--- config.mk ---
export PLATFORM = sky130hd
export DESIGN_NAME = crossbar_rr_arbiter
export DESIGN_NICKNAME = d
export VERILOG_FILES = /design/src/rtl/crossbar_rr_arbiter.sv
export SDC_FILE = /design/constraint.sdc
export NUM_CORES = 1
export LEC_CHECK = 0
export ABC_CLOCK_PERIOD_IN_PS = 7750
export BUFFER_PORTS_ARGS = -buffer_cell sky130_fd_sc_hd__buf_4
export CAP_MARGIN = 20
export CELL_PAD_IN_SITES_DETAIL_PLACEMENT = 0
export CELL_PAD_IN_SITES_GLOBAL_PLACEMENT = 1
export CORE_MARGIN = 10
export CORE_UTILIZATION = 30
export CTS_CLUSTER_DIAMETER = 200
export DETAILED_ROUTE_END_ITERATION = 10
export PLACE_DENSITY = 0.6
export SETUP_SLACK_MARGIN = 0.15
export SYNTH_ARGS = -nofsm -noshare
export SYNTH_HDL_FRONTEND = slang
export SYNTH_SLANG_ARGS = --single-unit
--- constraint.sdc ---
create_clock -name i_sys_clk -period 7.75 [get_ports i_sys_clk]
set_input_delay 0 -clock i_sys_clk [delete_from_list [all_inputs] [get_ports i_sys_clk]]
set_output_delay 0 -clock i_sys_clk [all_outputs]
set_load 0.05 [all_outputs]
--- src/rtl/crossbar_rr_arbiter.sv ---
// Packet-locked round-robin arbiter for one crossbar egress port; grant is held until release or hold timeout.
// Optional high-priority class with its own pointer is enabled by defining ARB_PRIO_EN.
module crossbar_rr_arbiter #(
    parameter int PORT_NUM = 10,
    parameter int IDX_W    = 4,
    parameter int MAX_HOLD = 2048,
    parameter int CNT_W    = 12
) (
    input  logic                i_sys_clk,
    input  logic                i_sys_rst_n,
    input  logic [PORT_NUM-1:0] i_req,
    input  logic                i_release,
`ifdef ARB_PRIO_EN
    input  logic [PORT_NUM-1:0] i_hi_pri,
`endif
    output logic [PORT_NUM-1:0] o_grant,
    output logic                o_grant_valid,
    output logic [IDX_W-1:0]    o_grant_idx,
    output logic                o_timeout
);

    typedef enum logic {S_IDLE, S_GRANT} state_t;

    state_t              r_state, w_state_nxt;
    logic [PORT_NUM-1:0] r_grant, w_grant_nxt;
    logic [PORT_NUM-1:0] r_ptr, w_ptr_nxt;
    logic [CNT_W-1:0]    r_cnt, w_cnt_nxt;
    logic                r_timeout, w_timeout_nxt;
    logic                w_hold_exp, w_end;
    logic [PORT_NUM-1:0] w_owner_rot, w_arb_req, w_arb_ptr, w_pick;
    logic [IDX_W-1:0]    w_idx;

    // First requester at or above ptr; the doubled vector lets the borrow wrap past bit PORT_NUM-1.
    function automatic logic [PORT_NUM-1:0] f_pick(input logic [PORT_NUM-1:0] req,
                                                   input logic [PORT_NUM-1:0] ptr);
        logic [2*PORT_NUM-1:0] dbl;
        logic [2*PORT_NUM-1:0] msk;
        dbl = {req, req};
        msk = dbl & ~(dbl - {{PORT_NUM{1'b0}}, ptr});
        return msk[2*PORT_NUM-1:PORT_NUM] | msk[PORT_NUM-1:0];
    endfunction

    assign w_hold_exp  = (MAX_HOLD != 0) && (r_cnt == CNT_W'(MAX_HOLD - 1));
    assign w_end       = (r_state == S_GRANT) && (i_release || w_hold_exp);
    assign w_owner_rot = {r_grant[PORT_NUM-2:0], r_grant[PORT_NUM-1]};

`ifdef ARB_PRIO_EN
    logic [PORT_NUM-1:0] r_ptr_hi, w_ptr_hi_nxt, w_hi_req;
    logic                r_own_hi, w_own_hi_nxt, w_use_hi;

    assign w_hi_req     = i_req & i_hi_pri;
    assign w_use_hi     = |w_hi_req;
    assign w_ptr_nxt    = (w_end && !r_own_hi) ? w_owner_rot : r_ptr;
    assign w_ptr_hi_nxt = (w_end &&  r_own_hi) ? w_owner_rot : r_ptr_hi;
    assign w_arb_req    = w_use_hi ? w_hi_req : i_req;
    assign w_arb_ptr    = w_use_hi ? w_ptr_hi_nxt : w_ptr_nxt;
    assign w_own_hi_nxt = (r_state == S_IDLE || w_end) ? w_use_hi : r_own_hi;

    always_ff @(posedge i_sys_clk or negedge i_sys_rst_n) begin
        if (!i_sys_rst_n) begin
            r_ptr_hi <= PORT_NUM'(1);
            r_own_hi <= 1'b0;
        end else begin
            r_ptr_hi <= w_ptr_hi_nxt;
            r_own_hi <= w_own_hi_nxt;
        end
    end
`else
    assign w_ptr_nxt = w_end ? w_owner_rot : r_ptr;
    assign w_arb_req = i_req;
    assign w_arb_ptr = w_ptr_nxt;
`endif

    assign w_pick = f_pick(w_arb_req, w_arb_ptr);

    // NOTE: sequential state uses non-blocking assignments so every register samples pre-edge values.
    always_ff @(posedge i_sys_clk or negedge i_sys_rst_n) begin
        if (!i_sys_rst_n) begin
            r_state   <= S_IDLE;
            r_grant   <= '0;
            r_ptr     <= PORT_NUM'(1);
            r_cnt     <= '0;
            r_timeout <= 1'b0;
        end else begin
            r_state   <= w_state_nxt;
            r_grant   <= w_grant_nxt;
            r_ptr     <= w_ptr_nxt;
            r_cnt     <= w_cnt_nxt;
            r_timeout <= w_timeout_nxt;
        end
    end

    // NOTE: every combinational output gets a default first so no path infers a latch.
    always_comb begin
        w_state_nxt = r_state;
        case (r_state)
            S_IDLE:  if (|i_req) w_state_nxt = S_GRANT;
            S_GRANT: if (w_end) w_state_nxt = (|i_req) ? S_GRANT : S_IDLE;
            default: w_state_nxt = S_IDLE;
        endcase
    end

    always_comb begin
        w_grant_nxt   = r_grant;
        w_cnt_nxt     = r_cnt;
        w_timeout_nxt = 1'b0;
        case (r_state)
            S_IDLE: begin
                w_grant_nxt = w_pick;
                w_cnt_nxt   = '0;
            end
            S_GRANT: begin
                if (w_end) begin
                    w_grant_nxt   = w_pick;
                    w_cnt_nxt     = '0;
                    // A release landing on the timeout cycle is an ordinary release.
                    w_timeout_nxt = w_hold_exp && !i_release;
                end else begin
                    w_cnt_nxt = r_cnt + CNT_W'(1);
                end
            end
            default: w_grant_nxt = '0;
        endcase
    end

    always_comb begin
        w_idx = '0;
        for (int i = 0; i < PORT_NUM; i++) begin
            if (r_grant[i]) w_idx = w_idx | IDX_W'(i);
        end
    end

    assign o_grant       = r_grant;
    assign o_grant_valid = |r_grant;
    assign o_grant_idx   = w_idx;
    assign o_timeout     = r_timeout;

endmodule

**After elaboration in Yosys (flattened, before gate mapping)**

Cells that the tools add are included.

- Bitwise logic cells: 4
- Reduce and logical (&&, ||, !) cells: 6
- Muxes and demuxes: 19
- Add/subtract/negate cells: 2
- Equality and inequality tests: 2

Operators with widths:

| kind | count |
|---|---|
| $pmux 12 s2 | 1 |
| $and 20x20->20 | 1 |
| $mux 10 | 2 |
| $not 20->20 | 1 |
| $pmux 10 s2 | 1 |
| $reduce_or 10->1 | 2 |
| $sub 20x10->20 | 1 |
| $add 12x1->12 const B | 1 |
| $eq 12x11->1 const B | 1 |
| $mux 12 | 1 |
| $mux 3 | 4 |
| $or 10x10->10 | 1 |
| $mux 4 | 2 |
| $mux 1 | 5 |
| $mux 2 | 2 |
| $logic_and 1x1->1 | 2 |
| $ne 2x1->1 const B | 1 |
| $pmux 1 s2 | 1 |
| $logic_not 1->1 | 1 |
| $logic_or 1x1->1 | 1 |
| $not 1->1 | 1 |

- Input port bits: 13
- Word-level logic and storage cells: 38
- Output and inout port bits: 16
- Register bits: 34

**Depth between registers and ports, before layout**

Gate-level depths: netlist (run 1).

- Depth in word-level cells: 10
- Gate-level depth with buffers: 15
- Gate-level depth less buffers: 14

**Worst setup path after synthesis (run 1)**

No wires, ideal clock.

- Kind: flip-flop to flip-flop
- Start point: register r_cnt[0]
- End point: register r_grant[2] (netlist: o_grant[2])
- Cell stages (with the launch flop): 16
- Clock period less this slack: 3316 ps
- Data required time: 7634 ps
- Data arrival time: 3200 ps
- Setup slack: 4434 ps
- Setup time: 116 ps
- Path buffers: 1
- Cells stage by stage: dfrtp_1 ha_1 nand3_1 o41ai_2 buf_6 mux2i_2 inv_1 nand2b_1 fa_1 a21o_1 a21oi_1 o21ai_0 a21o_1 a21oi_1 o21ai_0 o311ai_0

- Cells in the longest elaborated chain, start to end: 10
- Elaborated cells between the ends (all ways): 11
- Those cells by class: 1 x add/sub; 2 x eq/ne; 3 x mux; 3 x bitwise; 2 x reduce/logical

RTL lines:

| item | line | RTL |
|---|---|---|
| start: declaration | 27 | `logic [CNT_W-1:0] r_cnt, w_cnt_nxt;` |
| start signal: assignment | 88 | `r_cnt <= w_cnt_nxt;` |
| $eq 12x11->1 (*) | 43 | `assign w_hold_exp = (MAX_HOLD != 0) && (r_cnt == CNT_W'(MAX_HOLD - 1));` |
| $logic_or 1x1->1 (*) | 44 | `assign w_end = (r_state == S_GRANT) && (i_release \|\| w_hold_exp);` |
| $logic_and 1x1->1 (*) | 44 |  |
| $mux 10 (*) | 69 | `assign w_ptr_nxt = w_end ? w_owner_rot : r_ptr;` |
| via w_arb_ptr[0] | 30 | `logic [PORT_NUM-1:0] w_owner_rot, w_arb_req, w_arb_ptr, w_pick;` |
| $sub 20x10->20 (*) | 39 | `msk = dbl & ~(dbl - {{PORT_NUM{1'b0}}, ptr});` |
| $not 20->20 (*) | 39 |  |
| $and 20x20->20 (*) | 39 |  |
| $or 10x10->10 (*) | 40 | `return msk[2*PORT_NUM-1:PORT_NUM] \| msk[PORT_NUM-1:0];` |
| $mux 10 | 113 | `if (w_end) begin` |
| $pmux 10 s2 (*) | 107 | `case (r_state)` |
| end signal: assignment | 86 | `r_grant <= w_grant_nxt;` |
| end: declaration | 25 | `logic [PORT_NUM-1:0] r_grant, w_grant_nxt;` |

Mark *: on every way through the listed nets, which the timed path passes. The rest lies on a longest branch. The select of a mux whose other input is x is not followed.
A chain may end at the register's enable or synchronous reset.

**Worst setup path after layout (run 1)**

Same ends and word-level chain as after synthesis.

==> results of run 1 <==
[worst min-delay path, cell delays in order]
cell and delay [ns]:
buf_4 0.12, nand2_1 0.06, o21ai_0 0.07
[where the power goes]
group / leakage [nW] / internal (mW) / total (mW) / switching [mW]
Clock: 0.0482 / 0.0717 / 0.135 / 0.0630
Combinational: 0.699 / 0.164 / 0.456 / 0.292
Sequential: 0.441 / 0.222 / 0.264 / 0.0421
Total: 1.19 / 0.458 / 0.855 / 0.397
[final cells by class]
class                           instances  area share, %
Timing Repair Buffer                   33           10.3
Multi-Input combinational cell        163           45.9
Sequential cell                        34           34.0
Clock inverter                          1          0.200
Inverter                               15           2.25
Clock buffer                            7           3.44
Tap cell                               80           3.99
[placed cells by master, fill, tap and decap left out, drive strengths merged, types with 4 or more instances in the layout]
| cell type | synthesis | final |
|---|---|---|
| o21ai | 10 | 10 |
| mux2i | 13 | 13 |
| or4 | 4 | 4 |
| ha | 11 | 11 |
| nor3 | 5 | 5 |
| nand2 | 17 | 17 |
| a21oi | 13 | 13 |
| dfrtp | 33 | 33 |
| nor2 | 23 | 23 |
| xor2 | 6 | 6 |
| clkbuf | 1 | 7 |
| nand3 | 8 | 8 |
| buf | 2 | 29 |
| nand3b | 6 | 6 |
| a31oi | 4 | 4 |
| and3 | 5 | 5 |
| dlygate4sd3 | 0 | 4 |
| inv | 15 | 15 |
| xnor2 | 8 | 8 |
[per-stage QoR]
step / cell area, um^2 / worst slack, ns / util, %
global placement: 2380 / 4.12 / 35.2
floorplan: 2080 / 4.43 / -
CTS: 2510 / 4.00 / 37.1
finish: 2510 / 4.03 / 37.1
global route: 2510 / 3.62 / 37.1
detailed placement: 2380 / 4.04 / 35.2
[metal layers]
metal | vias up | track usage, % | share of wire, %
li1 | 842 | - | -
met1 | 825 | 13.4 | 45
met2 | 46 | 19.5 | 51
met3 | 2 | 2.19 | 3.7
met4 | 0 | 4.17 | 0.90
met5 | - | 0 | 0
[cell usage after synthesis (all sizes together) (2+ instances only)]
cell type / number
nor2: 23
a311oi: 2
inv: 15
mux2i: 13
buf: 2
a21o: 3
o21ai: 10
nor3: 5
o311ai: 2
nand4: 2
a21oi: 13
nand3: 8
o41ai: 2
or4: 4
or3: 3
nand2: 17
xnor2: 8
dfrtp: 33
nand2b: 3
ha: 11
nand3b: 6
a31oi: 4
xor2: 6
and3: 5
[registers in the layout, summed over array words and instances, names as in the netlist]
register and count:
r_cnt 12, o_grant 10, r_ptr 10, o_timeout 1
r_state 1
[timing repair]
action                    4_1_cts  5_1_grt
hold buffers                    4        0
hold endpoints to repair       36        0
gates resized for setup         0        0
[logic make-up (layout without fill, tap and decap cells)]
family | Yosys count | after routing
adders and majority gates | 12 | 12
DFF | 34 | 34
AOI/OAI and AO/OA | 40 | 40
buffers and inverters | 18 | 56
xor gates and xnor gates | 14 | 14
muxes | 14 | 14
and+or+nand+nor | 83 | 83
[final timing paths]
kind,startpoint,endpoint,slack (ns),cells after the start
worst max-delay path,r_cnt[0],o_grant[2],4.03,15
worst min-delay path,i_req[8],o_grant[8],0.02,3
worst max register to register,r_cnt[0],o_grant[2],4.03,15
worst min register to register,r_cnt[0],r_cnt[0],0.46,1
max in group asynchronous,i_sys_rst_n,r_ptr[0],7.19,2
min in group asynchronous,i_sys_rst_n,r_cnt[5],0.20,2
==> summary.md, run 1 <==
| Metric | Value |
|---|---|
| CP Capture Type | register |
| Syn Nets | 240 |
| RSZ-0062 raised after global routing | no |
| Period utilization | 48.0% |
| Multiplexer area fraction after synthesis | 6.96% |
| Leakage Power | 1.19 nW |
| Final WL | 5570 um |
| Clk slew on worst S/H paths | 0.07 ns |
| Synth cell types | 46 |
| Syn-to-layout area delta | 20.3% |
| Status | completed |
| Final min period | 3.72 ns |
| Final hold violation count | 0 |
| Max-slew headroom | 39.1% |
| CP startpoint kind | register |
| Synthesized cell area | 2080 um^2 |
| #FFs+latches synth | 34 |
| TritonCTS clock tree | done |
| CTS max path bufs | 2 |
| Reg area | 852 um^2 |
| Multi-input gate area | 1150 um^2 |
| Largest family of logic cells by synthesized area | simple AND/OR/NAND/NOR gates |
| Adder-Cell Fraction of Synth Area | 7.56% |
| GRT Overall Usage | 11.2% |
| Top_reg_cell synth | dfrtp_1 |
| Slowest stage delay, CP | 0.41 ns |
| Layout fillers | 705 |
| I/O Pins | 29 |
| Max FO, Critical Path | 10 |
| Placed cells | 321 |
| Row count | 30 |
| Number of synthesis warnings | 0 |
| H-tree Lvls | 2 |
| 1st-iter DRT viols | 65 |
| Via density per instance | 5.15 |
| HPWL Detailed | 4270 um |
| Register area share after synthesis | 40.9% |
| Worst Tran Pin Value | 0.910 ns |
| Ant diodes | 0 |
| Max Cap Violations | 0 |
| Leading area contributor after synthesis | dfrtp_1 |
| Critical Path AT | 3.89 ns |
| Overall Power | 0.855 mW |
| Largest net degree at the start of global routing | 35 |
| Clock sink total | 34 |
| Worst path bufs/invs | 2 |
| Starting density of the core | 30.9% |
| Worst hold slack | 0.0157 ns |
| Total Nets Final | 277 |
| Slowest cell on the critical path | fa_1 |
| Antenna Violating Nets Remaining | 0 |
| Root buffer cell | clkbuf_8 |
| Final RePlAce weighted congestion | 0.784 |
| Post-synth EDFFs | 0 |
| Setup repair bufs after CTS | 0 |
| Count of final setup violators | 0 |
| Power Dens Cells | 341 nW/um^2 |
| Core ar. | 6760 um^2 |
| Worst Path Required | 7.91 ns |
| Fraction of the mapped netlist area in simple logic gates | 21.2% |
| Max Fclk | 269 MHz |
| Setup CP Type | register to register |
| Layout cell share with drive strength beyond 1 | 19.0% |
| Synth top area cells | dfrtp_1 (40%), ha_1 (6.6%), mux2i_1 (5.8%) |
| Die H | 103 um |
| DR pass1 iterations | 5 |
| Grt total ovfl | 0 |
| Vias | 1715 |
| HP Class | primary input to register |
| FFs w/ async S/R, synth | 100% |
| Delay-heaviest family, CP | compound AO/OA/AOI/OAI gates |
| Die W | 103 um |
| Crit-path cells | ha_1 -> nand3_1 -> o41ai_2 -> buf_4 -> mux2i_2 -> inv_1 -> nand2b_1 -> fa_1 -> a21o_1 -> a21oi_1 -> o21ai_0 -> a21o_1 -> a21oi_1 -> o21ai_0 -> o311ai_0 |
| Die ar. | 10700 um^2 |
| DRC errors left | 0 |
| Vias in the first global route | 1731 |
| Port-buffer cells | 28 |
| Max Slew Vio Count | 0 |
| Global-route wire length before repair | 9190 um |
| Setup_tns | 0 ns |
| CTS Buf Count | 5 |
| Max VDD drop | 0.000156 V |
| Antenna violations before repair | 0 |
| Top cell type's share of synthesized area | 39.6% |
| Mapped Cells | 215 |
| Final cell count without fillers | 333 |
| Clock Skew | 0.00927 ns |
| Wire length per cell | 16.7 um |
| Avg Cell Area, Syn | 9.70 um^2 |
| Area share of xor/xnor cells in the synthesized design | 5.88% |
| Worst skew pair latency | 0.28 ns |
| Complex-gate fraction of the synthesized area | 13.5% |
Note: power is estimated with default switching activity, not from simulation.
==> run 2: changes to the inputs <==
--- a/config.mk
+++ b/config.mk
@@ -5,7 +5,7 @@
 export SDC_FILE = /design/constraint.sdc
 export NUM_CORES = 1
 export LEC_CHECK = 0
-export ABC_CLOCK_PERIOD_IN_PS = 7750
+export ABC_CLOCK_PERIOD_IN_PS = 3300
 export BUFFER_PORTS_ARGS = -buffer_cell sky130_fd_sc_hd__buf_4
 export CAP_MARGIN = 20
 export CELL_PAD_IN_SITES_DETAIL_PLACEMENT = 0
@@ -14,7 +14,7 @@
 export CORE_UTILIZATION = 30
 export CTS_CLUSTER_DIAMETER = 200
 export DETAILED_ROUTE_END_ITERATION = 10
-export PLACE_DENSITY = 0.6
+export PLACE_DENSITY = 0.62
 export SETUP_SLACK_MARGIN = 0.15
 export SYNTH_ARGS = -nofsm -noshare
 export SYNTH_HDL_FRONTEND = slang
==> constraint.sdc (replaced) <==
create_clock -name i_sys_clk -period 3.3 [get_ports i_sys_clk]
set_input_delay 0 -clock i_sys_clk [delete_from_list [all_inputs] [get_ports i_sys_clk]]
set_output_delay 0 -clock i_sys_clk [all_outputs]
set_load 0.05 [all_outputs]
==> summary.md, run 2 (synthesis results as in run 1) <==
| Metric | Value |
|---|---|
| CTS Buf Count | 5 (unchanged) |
| Max FFs per register | 12 (unchanged) |
| Placed cell area | 2440 um^2 (was 2380 um^2) |
| Max VDD drop | 0.000341 V (was 0.000156 V) |
| CTS max path bufs | 2 (unchanged) |
| Power Dens Cells | 781 nW/um^2 (was 341 nW/um^2) |
| Most frequent cells in the layout | buf_4 (63), dfrtp_1 (33), nor2_1 (23) (was dfrtp_1 (33), buf_4 (29), nor2_1 (23)) |
| Period utilization | 93.0% (was 48.0%) |
| Max Fclk | 326 MHz (was 269 MHz) |
| Worst hold start | i_req[3] (was i_req[8]) |
| Count of final setup violators | 0 (unchanged) |
| Clk slew on worst S/H paths | 0.07 ns (about the same) |
| Die ar. | 10700 um^2 (unchanged) |
| Final hold violation count | 0 (unchanged) |
| Leakage Power | 1.36 nW (was 1.19 nW) |
| Starting density of the core | 30.9% (unchanged) |
| Row count | 30 (unchanged) |
| H-tree Lvls | 2 (unchanged) |
| Ant diodes | 0 (unchanged) |
| FF-to-FF Start | r_cnt[7] (was r_cnt[0]) |
| DRC errors left | 0 (unchanged) |
| Die H | 103 um (unchanged) |
| Clock Skew | 0.00642 ns (was 0.00927 ns) |
| R2R Path End | o_grant[8] (was o_grant[2]) |
| Final worst slack | 0.230 ns (was 4.03 ns) |
| Final RePlAce weighted congestion | 0.855 (was 0.784) |
| RSZ-0062 raised after global routing | yes (was no) |
| R2r worst-path depth | 15 (unchanged) |
| HP Class | primary input to register (unchanged) |
| Max FO, Critical Path | 5 (was 10) |
| Via density per instance | 5.21 (was 5.15) |
| Critical Path AT | 3.24 ns (was 3.89 ns) |
| I/O Pins | 29 (unchanged) |
| Final Cell Area | 2900 um^2 (was 2510 um^2) |
| Syn-to-layout area delta | 39.0% (was 20.3%) |
| Setup_tns | 0 ns (unchanged) |
| Core ar. | 6760 um^2 (unchanged) |
| Most common cell after layout, fill and taps aside | buf_4 (was dfrtp_1) |
| Max Slew Vio Count | 0 (unchanged) |
| Status | completed (unchanged) |
| 1st-iter DRT viols | 50 (was 65) |
| Worst Hold Endpoint | o_grant[3] (was o_grant[8]) |
| DP Worst Slack | 0.00782 ns (was 4.04 ns) |
| Placed cells | 329 (was 321) |
| Overall Power | 2.26 mW (was 0.855 mW) |
| HPWL Detailed | 4320 um (was 4270 um) |
| Reg with most FFs | r_cnt (unchanged) |
| R2r setup slk | 0.23 ns (was 4.03 ns) |
| Vias in the first global route | 1960 (was 1731) |
| Worst Path Required | 3.47 ns (was 7.91 ns) |
| Final WL | 6260 um (was 5570 um) |
| DR pass1 iterations | 4 (was 5) |
| CP startpoint | r_cnt[7] (was r_cnt[0]) |
| Total Nets Final | 314 (was 277) |
| Max-slew headroom | 46.9% (was 39.1%) |
| Max Cap Violations | 0 (unchanged) |
| Die W | 103 um (unchanged) |
| Vias | 1923 (was 1715) |
| Global-route wire length before repair | 9830 um (was 9190 um) |
| Worst skew pair latency | 0.29 ns (was 0.28 ns) |
| Port-buffer cells | 28 (unchanged) |
| Hold Path Stages | 3 (unchanged) |
| Final cell count without fillers | 369 (was 333) |
| Layout fillers | 677 (was 705) |
| Setup CP Type | register to register (unchanged) |
| Clock sink total | 34 (unchanged) |
| CP Capture Type | register (unchanged) |
| GRT Overall Usage | 12.0% (was 11.2%) |
| Largest net degree at the start of global routing | 35 (unchanged) |
| Final min period | 3.07 ns (was 3.72 ns) |
| TritonCTS clock tree | done (unchanged) |
| Layout cell share with drive strength beyond 1 | 34.3% (was 19.0%) |
| Antenna violations before repair | 0 (unchanged) |
| Root buffer cell | clkbuf_8 (unchanged) |
| Wire length per cell | 17.0 um (was 16.7 um) |
| Worst Tran Pin Value | 0.793 ns (was 0.910 ns) |
| CP startpoint kind | register (unchanged) |
| Antenna Violating Nets Remaining | 0 (unchanged) |
| Grt total ovfl | 0 (unchanged) |
run 2: what timing repair did:
item | in CTS | in global routing
buffers inserted | 21 | 6
endpoints found under the setup margin | 8 | 10
pin swaps | 14 | 9
gates cloned | 0 | 0
endpoints found under the hold margin | 38 | 0
gates resized for setup | 11 | 14
hold buffers | 6 | 0
run 2: cell type report:
type	count	area [um^2]	area share, %
multi-input cells	163	1270	43.8
well taps	80	100	3.46
inverters	15	56.3	1.94
flip-flops and latches	34	852	29.4
clock buffers	7	76.3	2.63
repair buffers	70	544	18.8
run 2: worst max path at each step:
stage,end,slack [ns],cells past startpoint
2_1_floorplan,o_grant[2],0.16,14
3_3_place_gp,o_grant[2],0.07,14
3_5_place_dp,o_grant[2],0.008,14
4_1_cts,o_grant[3],0.13,11
5_1_grt,o_grant[8],0.04,15
6_report,o_grant[8],0.23,15
run 2: metal layers:
metal  vias to the layer above  wire length (um)  GRT usage (%)  part of all wire, %
met5                         -                 0              0                    0
met4                         0               211           5.78                  3.4
met3                        19               263           2.13                  4.2
met2                        63              3340           21.4                   53
met1                       930              2450           13.4                   39
li1                        911                 -              -                    -
run 2: report_power, final:
part / switching (mW) / internal [mW]
logic: 0.774 / 0.551
registers: 0.115 / 0.522
clock network: 0.154 / 0.145
run 2: worst max-delay path, cell delays in order (launching register included):
cell and delay (ns):
dfrtp_1 0.39, nand4_4 0.13, o41ai_2 0.35, buf_4 0.23, mux2i_2 0.09, inv_1 0.08
nand2b_1 0.10, fa_2 0.36, a21o_1 0.18, a21oi_2 0.19, o21ai_2 0.08, a21o_1 0.17
a21oi_2 0.17, buf_4 0.14, mux2i_1 0.20, o21ai_1 0.09
run 2: stage by stage:
stage | hold slack [ns] | utilization [%]
6_report | 0.0229 | 42.9
5_1_grt | 0.0428 | 42.9
4_1_cts | 0.0127 | 41.1
3_5_place_dp | -0.00142 | 36.2
3_3_place_gp | -0.00960 | 36.2
2_1_floorplan | -0.296 | -
==> run 3: changes to the inputs <==
--- a/config.mk
+++ b/config.mk
@@ -5,7 +5,7 @@
 export SDC_FILE = /design/constraint.sdc
 export NUM_CORES = 1
 export LEC_CHECK = 0
-export ABC_CLOCK_PERIOD_IN_PS = 3300
+export ABC_CLOCK_PERIOD_IN_PS = 2700
 export BUFFER_PORTS_ARGS = -buffer_cell sky130_fd_sc_hd__buf_4
 export CAP_MARGIN = 20
 export CELL_PAD_IN_SITES_DETAIL_PLACEMENT = 0
==> constraint.sdc (replaced) <==
create_clock -name i_sys_clk -period 2.7 [get_ports i_sys_clk]
set_input_delay 0 -clock i_sys_clk [delete_from_list [all_inputs] [get_ports i_sys_clk]]
set_output_delay 0 -clock i_sys_clk [all_outputs]
set_load 0.05 [all_outputs]
==> summary.md, run 3 (synthesis results as in run 1) <==
| Metric | Value |
|---|---|
| Slowest cell on the critical path | dfrtp_1 (unchanged) |
| Slowest stage delay, CP | 0.40 ns (was 0.39 ns) |
| Critical Path AT | 3.35 ns (was 3.24 ns) |
| CP Capture Type | register (unchanged) |
| Starting density of the core | 30.9% (unchanged) |
| Most frequent cells in the layout | buf_4 (91), dfrtp_1 (33), nor2_1 (23) (was buf_4 (63), dfrtp_1 (33), nor2_1 (23)) |
| RSZ-0062 raised after global routing | yes (unchanged) |
| Failing checks | negative setup slack |
| Max Fclk | 315 MHz (was 326 MHz) |
| Clock Skew | 0.00761 ns (was 0.00642 ns) |
| FF-to-FF Start | r_cnt[5] (was r_cnt[7]) |
| Setup CP Type | register to register (unchanged) |
| Antenna violations before repair | 0 (unchanged) |
| Worst Path Required | 2.88 ns (was 3.47 ns) |
| Count of final setup violators | 11 (was 0) |
| CTS max path bufs | 2 (unchanged) |
| Most common cell after layout, fill and taps aside | buf_4 (unchanged) |
| Final RePlAce weighted congestion | 0.869 (was 0.855) |
| Max FO, Critical Path | 2 (was 5) |
| Max VDD drop | 0.000515 V (was 0.000341 V) |
| DRC errors left | 0 (unchanged) |
| Max Slew Vio Count | 0 (unchanged) |
| HPWL Detailed | 4720 um (was 4320 um) |
| Most used cell, CP | buf_4 |
| Crit-path cells | nand4_4 -> o41ai_2 -> buf_4 -> buf_6 -> mux2i_2 -> inv_1 -> buf_4 -> buf_6 -> buf_4 -> buf_4 -> buf_4 -> buf_4 -> buf_4 -> buf_6 -> buf_6 -> buf_6 -> buf_6 -> and3_4 -> a21oi_2 -> o21ai_1 (was nand4_4 -> o41ai_2 -> buf_4 -> mux2i_2 -> inv_1 -> nand2b_1 -> fa_2 -> a21o_1 -> a21oi_2 -> o21ai_2 -> a21o_1 -> a21oi_2 -> buf_4 -> mux2i_1 -> o21ai_1) |
| Die W | 103 um (unchanged) |
| Core ar. | 6760 um^2 (unchanged) |
| CTS Buf Count | 5 (unchanged) |
| DR pass1 iterations | 4 (unchanged) |
| Multi-input gate area | 1230 um^2 (was 1270 um^2) |
| Ant diodes | 0 (unchanged) |
| Die H | 103 um (unchanged) |
| Wire length per cell | 16.3 um (was 17.0 um) |
| Via density per instance | 4.99 (was 5.21) |
| Leakage Power | 1.57 nW (was 1.36 nW) |
| Max Cap Violations | 0 (unchanged) |
| CP startpoint | r_cnt[5] (was r_cnt[7]) |
| Final hold violation count | 0 (unchanged) |
| Worst hold slack | 0.0125 ns (was 0.0229 ns) |
| Clk slew on worst S/H paths | 0.08 ns (was 0.07 ns) |
| Delay-heaviest family, CP | buffers and inverters (was compound AO/OA/AOI/OAI gates) |
| Port-buffer cells | 28 (unchanged) |
| Power Dens Cells | 986 nW/um^2 (was 781 nW/um^2) |
| Syn-to-layout area delta | 54.6% (was 39.0%) |
| GRT Overall Usage | 12.6% (was 12.0%) |
| Grt total ovfl | 0 (unchanged) |
| Worst Tran Pin Value | 0.476 ns (was 0.793 ns) |
| Worst path bufs/invs | 14 (was 3) |
| Final min period | 3.17 ns (was 3.07 ns) |
| Reg area | 852 um^2 (unchanged) |
| Root buffer cell | clkbuf_8 (unchanged) |
| Worst skew pair latency | 0.29 ns (about the same) |
| CP startpoint kind | register (unchanged) |
| Vias in the first global route | 2034 (was 1960) |
| H-tree Lvls | 2 (unchanged) |
| Largest net degree at the start of global routing | 35 (unchanged) |
| Finished Core Util | 47.7% (was 42.9%) |
| Total Nets Final | 349 (was 314) |
| Antenna Violating Nets Remaining | 0 (unchanged) |
| Final WL | 6580 um (was 6260 um) |
| I/O Pins | 29 (unchanged) |
| Final cell count without fillers | 405 (was 369) |
| Layout fillers | 627 (was 677) |
| Vias | 2019 (was 1923) |
| HP Class | primary input to register (unchanged) |
| Max FFs per register | 12 (unchanged) |
| Placed cells | 370 (was 329) |
| Max-slew headroom | 68.3% (was 46.9%) |
| Status | finished, violations left (was completed) |
| Layout cell share with drive strength beyond 1 | 41.5% (was 34.3%) |
| Row count | 30 (unchanged) |
| 1st-iter DRT viols | 116 (was 50) |
| Reg with most FFs | r_cnt (unchanged) |
| TritonCTS clock tree | done (unchanged) |
| Die ar. | 10700 um^2 (unchanged) |
| Worst hold start | i_req[6] (was i_req[3]) |
| Period utilization | 117% (was 93.0%) |
| Global-route wire length before repair | 10400 um (was 9830 um) |
| Clock sink total | 34 (unchanged) |
| Final worst slack | -0.471 ns (was 0.230 ns) |
## run 3: changes by cell type in the layout (fill, tap and decap cells not counted), moves of 2 or more
cell       before  now
mux2i_1         8   10
o21ai_1         1    3
mux2i_4         3    1
buf_4          63   91
o21ai_0         5    3
a21oi_2         4    6
clkbuf_1        2    0
a21oi_1         9    7
bufinv_16       0    2
buf_6           1    6
## run 3: metal layers
layer	track usage, %	vias to the layer above	wire, um
li1	-	985	-
met1	14.4	975	2710
met2	22.2	44	3460
met3	2.99	15	268
met4	4.39	0	145
met5	0	-	0
## run 3: power by group
group / internal [mW] / total [mW] / switching (mW) / leakage [nW]
logic: 0.851 / 1.85 / 1.00 / 1.06
registers: 0.638 / 0.738 / 0.100 / 0.441
clock network: 0.370 / 0.585 / 0.215 / 0.0683
## run 3: tightest hold or removal path: cells and delay by family
family	cells	cell delay, ns
AOI/OAI and AO/OA	1	0.06
buffers and inverters	2	0.21
## run 3: path summary, 6_finish.rpt
kind | end | slack [ns] | cells after the start
setup / recovery | o_grant[0] | -0.47 | 20
hold / removal | o_grant[6] | 0.01 | 3
setup reg to reg | o_grant[0] | -0.47 | 20
hold reg to reg | r_ptr[7] | 0.50 | 2
max in group asynchronous | r_ptr[0] | 2.14 | 2
min in group asynchronous | r_cnt[4] | 0.21 | 2
## run 3: final cells by class
class                   count  area share, %
clock buffers               5           2.14
flip-flops and latches     34           26.4
inverters                  15           1.75
multi-input cells         163           38.3
well taps                  80           3.11
repair buffers            105           26.1
clock inverters             3           2.14
## run 3: timing repair
action / CTS / global route
hold buffers: 7 / 0
endpoints found under the setup margin: 10 / 11
pin swaps: 11 / 8
gates resized for setup: 8 / 13
setup buffers: 13 / 7
endpoints found under the hold margin: 38 / 0
## run 3: through the flow
stage               setup TNS, ns  instance area, um^2  setup WS, ns  total power, mW
floorplan                   -1.79                 2110        -0.242             1.71
global placement            -2.43                 2770        -0.387             2.38
detailed placement          -2.56                 2770        -0.436             2.38
CTS                         -2.92                 3110        -0.393             3.08
global route                -5.61                 3220        -0.620             3.36
finish                      -3.64                 3220        -0.471             3.18
